**config.mk**
```make
export PLATFORM = sky130hd
export DESIGN_NAME = demux32_collect
export DESIGN_NICKNAME = d
export VERILOG_FILES = /design/src/rtl/demux32_collect.sv
export SDC_FILE = /design/constraint.sdc
export NUM_CORES = 1
export LEC_CHECK = 0
export CAP_MARGIN = 25
export CORE_UTILIZATION = 52
export DETAILED_ROUTE_END_ITERATION = 6
export PLACE_DENSITY = 0.93
export SLEW_MARGIN = 30
export SYNTH_ARGS = -nofsm -noshare
export SYNTH_HDL_FRONTEND = slang
export SYNTH_SLANG_ARGS = --single-unit
```
**constraint.sdc**
```tcl
create_clock -name clk -period 6 [get_ports clk]
set_clock_uncertainty 0.2 [all_clocks]
set_input_delay 1.5 -clock clk [delete_from_list [all_inputs] [get_ports clk]]
set_output_delay 1.5 -clock clk [all_outputs]
set_load 0.01 [all_outputs]
```
**src/rtl/demux32_collect.sv**
```systemverilog
// Nibble-stream collector: scatters accepted nibbles into LANES registered lanes
//   (addressed or pointer-sequential) and holds a complete frame until acknowledged.
// Latency: written data appears on q one cycle after the transfer edge.
// Backpressure: in_ready is registered, high while filling and low while a full frame is held.
//
// Ports:
//   clk, reset          rising-edge clock, synchronous active-high reset
//   in_valid/in_ready   producer handshake; a transfer is in_valid & in_ready at a clock edge
//   d, mode, s          nibble, lane-select mode (0 = lane s, 1 = lane ptr), addressed lane
//   q                   all lanes packed, lane i on q[W*i +: W]
//   lane_valid          per-lane written flag for the current frame
//   ptr                 next lane for sequential writes
//   frame_done          one-cycle pulse the cycle after the frame becomes complete
//   out_ack             consumer releases a held frame
module demux32_collect #(
  parameter int W     = 4,
  parameter int LANES = 32,
  localparam int SW   = $clog2(LANES)
) (
  input  logic               clk,
  input  logic               reset,
  input  logic               in_valid,
  output logic               in_ready,
  input  logic [W-1:0]       d,
  input  logic               mode,
  input  logic [SW-1:0]      s,
  output logic [LANES*W-1:0] q,
  output logic [LANES-1:0]   lane_valid,
  output logic [SW-1:0]      ptr,
  output logic               frame_done,
  input  logic               out_ack
);

  typedef enum logic [0:0] {
    FILL = 1'b0,
    FULL = 1'b1
  } state_t;

  state_t state;

  logic [SW-1:0]    lane;
  logic [LANES-1:0] lane_hit;
  logic             xfer;
  logic             completes;
  logic [SW-1:0]    ptr_next;

  always_comb begin
    lane      = mode ? ptr : s;
    lane_hit  = LANES'(1) << lane;
    // in_ready mirrors state (FILL), so it doubles as the transfer qualifier.
    xfer      = in_valid & in_ready;
    // Completion looks at the flags including this write, independent of ptr.
    completes = &(lane_valid | lane_hit);
    ptr_next  = (ptr == SW'(LANES - 1)) ? '0 : ptr + SW'(1);
  end

  always_ff @(posedge clk) begin
    if (reset) begin
      state      <= FILL;
      in_ready   <= 1'b1;
      q          <= '0;
      lane_valid <= '0;
      ptr        <= '0;
      frame_done <= 1'b0;
    end else begin
      frame_done <= 1'b0;
      case (state)
        FILL: begin
          if (xfer) begin
            for (int i = 0; i < LANES; i++) begin
              if (lane_hit[i]) begin
                q[W*i +: W] <= d;
              end
            end
            lane_valid <= lane_valid | lane_hit;
            if (mode) begin
              ptr <= ptr_next;
            end
            if (completes) begin
              state      <= FULL;
              in_ready   <= 1'b0;
              frame_done <= 1'b1;
            end
          end
        end
        FULL: begin
          // q is deliberately kept: stale data is masked by lane_valid.
          if (out_ack) begin
            lane_valid <= '0;
            ptr        <= '0;
            state      <= FILL;
            in_ready   <= 1'b1;
          end
        end
        default: begin
          state    <= FILL;
          in_ready <= 1'b1;
        end
      endcase
    end
  end

endmodule
```
==> impl_metrics.toml <==
[status]
status = "complete, no violations"

[cts]
ctsHoldBuffers = 0
cts_buffers = 17
cts_buffer_depth = 2
clkTransAtPathRegs_ps = 60
post_cts_buffers = 0
cts-htree-levels = 4
clk_latency_ps = 430
clock-sinks = 168
ctsRootBufferMaster = "clkbuf_16"
cts_tree = "built"
postCtsResizedCells = 0

[place]
dp.cells = 1121
portBuffers = 180
place_area_mm2 = 0.008736
hpwl_um = 13990
gp_congestion = 0.9606

[cells_and_area]
drive_gt1_frac = 0.05912
nNetsFinal = 984
area_delta_synth_final_pct = 36.73
most-common-layout-cells = "clkdlybuf4s50_1 (179), dfxtp_1 (168), nand2_1 (121), nor2_1 (106), a21oi_1 (96)"
final_cell_area_mm2 = 0.009389
num-fill-cells = 949
final_cells = 1153
regArea_mm2 = 0.003363
n_antenna_cell = 0
multi_input_area_mm2 = 0.003246
final_common_cell = "clkdlybuf4s50_1"

[detailed_routing]
drc = 0
firstDrtPassIters = 5
vias_per_cell = 5.806
post_drt_wl_per_cell_um = 18.19
drt_iter0_drc = 706
routed_wl_um = 20970
vias = 6694
postRouteAntennaNets = 0

[sta]
rsz0062_at_grt = "false"
fin_crit_sh = 0.7031
fmax_ghz = 0.2370
period_needed_ps = 4219
fin_tns_setup_ps = 0
finalHoldViolations = 0
maxSlewViolCount = 0
relSlewSlack = 0.4633
setup_viol = 0
tightest_slew_ps = 803.2

[synth]
syn_inst = 815
syn_area_per_cell_um2 = 8.425
synth-seq-cells = 168
ys_seq_area_frac = 0.4898
synth_cell_types = 49
postSynthNetCount = 831
syn_area_mm2 = 0.006867
yosys_warnings = 0

[pwr]
swShare = 0.2232
comb_power_share = 0.057
p_total_mw = 2.483
p_per_area_mw_per_mm2 = 264.5
p_leak_nw = 3.180
power.switching_mw = 0.5542
ir_drop_v = 0.0002189
p_int_mw = 1.929
seqPwrFrac = 0.456
clkPwrFrac = 0.488

[setup_path]
rr_endpoint = "state$_SDFF_PP0_"
cp_common_cell = "nor2_1"
r2r-start = "ptr[2]$_SDFFE_PP0P_"
slowest_delay_ps = 620
startpoint_type = "input port"
r2r_slack_ps = 3190
rr_worst_depth = 7
cp.arrival_ps = 4390
cp_num_buf_inv = 2
crit_path_end_kind = "flip-flop"
cp_cell_sequence = "clkdlybuf4s50_1 > buf_4 > nor4b_1 > nor2_1 > nor2_2 > nand3_1 > a32o_1 > or4_1 > nor2_1"
crit_path_top_delay_cell = "clkdlybuf4s50_1"
path_delay_family = "simple AND/OR/NAND/NOR gates"
cp_max_fo = 17
worstSetupPathType = "in -> reg"
critical_path_required_ps = 6170

[die]
dieHeight_um = 116.9
initial_utilization = 0.5397
rows = 41
die-area_mm2 = 0.01367
core-area_mm2 = 0.01272
boundaryPins = 181
die_w_um = 116.9

[global_route]
grt_util_met1 = 0.3789
busiest_layer = "met2"
grt_pass1_vias = 6311
use_met3 = 0.09990
grt-ovfl-total = 0
grt_pass1_wl_um = 32460
antenna_found_initial = 0
use_met2 = 0.4978
grt_usage = 0.3124
grt_max_degree = 72

[hold_path]
min_from = "q[79]$_SDFFE_PP0P_"
hp-class = "reg -> reg"
min_path_cells = 2
whs_endpoint = "q[79]$_SDFFE_PP0P_"

[job]
max-cap-violations = 0
-- worst max-delay path by stage --
stage	to	depth (start not counted)	slack, ps	startpoint
floorplan	state$_SDFF_PP0_	9	2460	mode
global placement	frame_done$_SDFF_PP0_	9	1450	mode
detailed placement	frame_done$_SDFF_PP0_	9	1400	mode
CTS	frame_done$_SDFF_PP0_	9	1840	mode
global route	frame_done$_SDFF_PP0_	9	1510	mode
finish	frame_done$_SDFF_PP0_	9	1780	mode
-- per-layer routing --
| layer | share of wire | vias up |
|---|---|---|
| li1 | - | 3155 |
| met1 | 0.40 | 3131 |
| met2 | 0.47 | 347 |
| met3 | 0.093 | 61 |
| met4 | 0.036 | 0 |
| met5 | 0 | - |
-- synth_stat cells, drive strengths merged --
master     n  share of area
dfxtp    168           0.49
nand2    122          0.067
nor2     107          0.059
a21oi     96          0.070
nand3     70          0.051
mux2i     58          0.085
clkbuf    53          0.029
o21ai     20          0.015
a22oi     17          0.020
a22o      12          0.015
o22ai     11          0.010
a31oi     10         0.0091
buf        7         0.0075
nor3       7         0.0051
nand3b     6         0.0066
or3b       5         0.0067
and2       4         0.0036
nor4       4         0.0046
a32o       3         0.0044
nand4b     3         0.0038
or4        3         0.0033
a21o       2         0.0022
ha         2         0.0036
inv        2         0.0011
nand2b     2         0.0018
nand4      2         0.0018
nand4bb    2         0.0033
nor3b      2         0.0022
nor4b      2         0.0026
nor4bb     2         0.0029
or3        2         0.0018
a31o       1         0.0013
and3       1        0.00091
and3b      1         0.0013
and4b      1         0.0015
o211ai     1         0.0011
o21a       1         0.0011
o21bai     1         0.0011
or4b       1         0.0020
or4bb      1         0.0016
-- logic make-up after synthesis --
family	share of synthesized area
DFF	0.4898
muxes	0.08455
AOI/OAI and AO/OA	0.1501
and+or+nand+nor	0.2343
adders and majority gates	0.003644
buffers and inverters	0.03754
-- flip-flops by register name, summed over array words and instances (netlist names) --
register    cells
ptr             5
q             128
lane_valid     32
frame_done      1
state           1
in_ready        1
-- cell type report --
class	instances	area share
clock inverters	12	0.02092
multi-input cells	585	0.3457
flip-flops and latches	168	0.3582
repair buffers	194	0.2028
inverters	2	0.0007996
clock buffers	20	0.04864
well taps	172	0.02292
-- power by group through the flow --
stage,sequential (mW),combinational (mW),clock [mW]
after floorplan,1.16,0.0822,0
after global placement,1.16,0.136,0
after detailed placement,1.16,0.137,0
after CTS,1.13,0.138,1.22
after global routing,1.13,0.150,1.26
final,1.13,0.140,1.21
-- worst reg2reg max path, delay by kind of cell, from the launching register on --
kind,cells,cell delay (ps)
simple gates,5,1820
flops,1,410
compound gates,2,340
-- per-stage QoR --
step / hold slack [ps] / worst slack [ps] / util
after CTS: 255.9 / 1843 / 0.7380
after floorplan: 280.5 / 2460 / -
after global routing: 270.4 / 1514 / 0.7380
after detailed placement: 245.3 / 1399 / 0.6867
after global placement: 241.9 / 1449 / 0.6867
final: 253.3 / 1781 / 0.7380
Power figures use the tool's default switching activity.
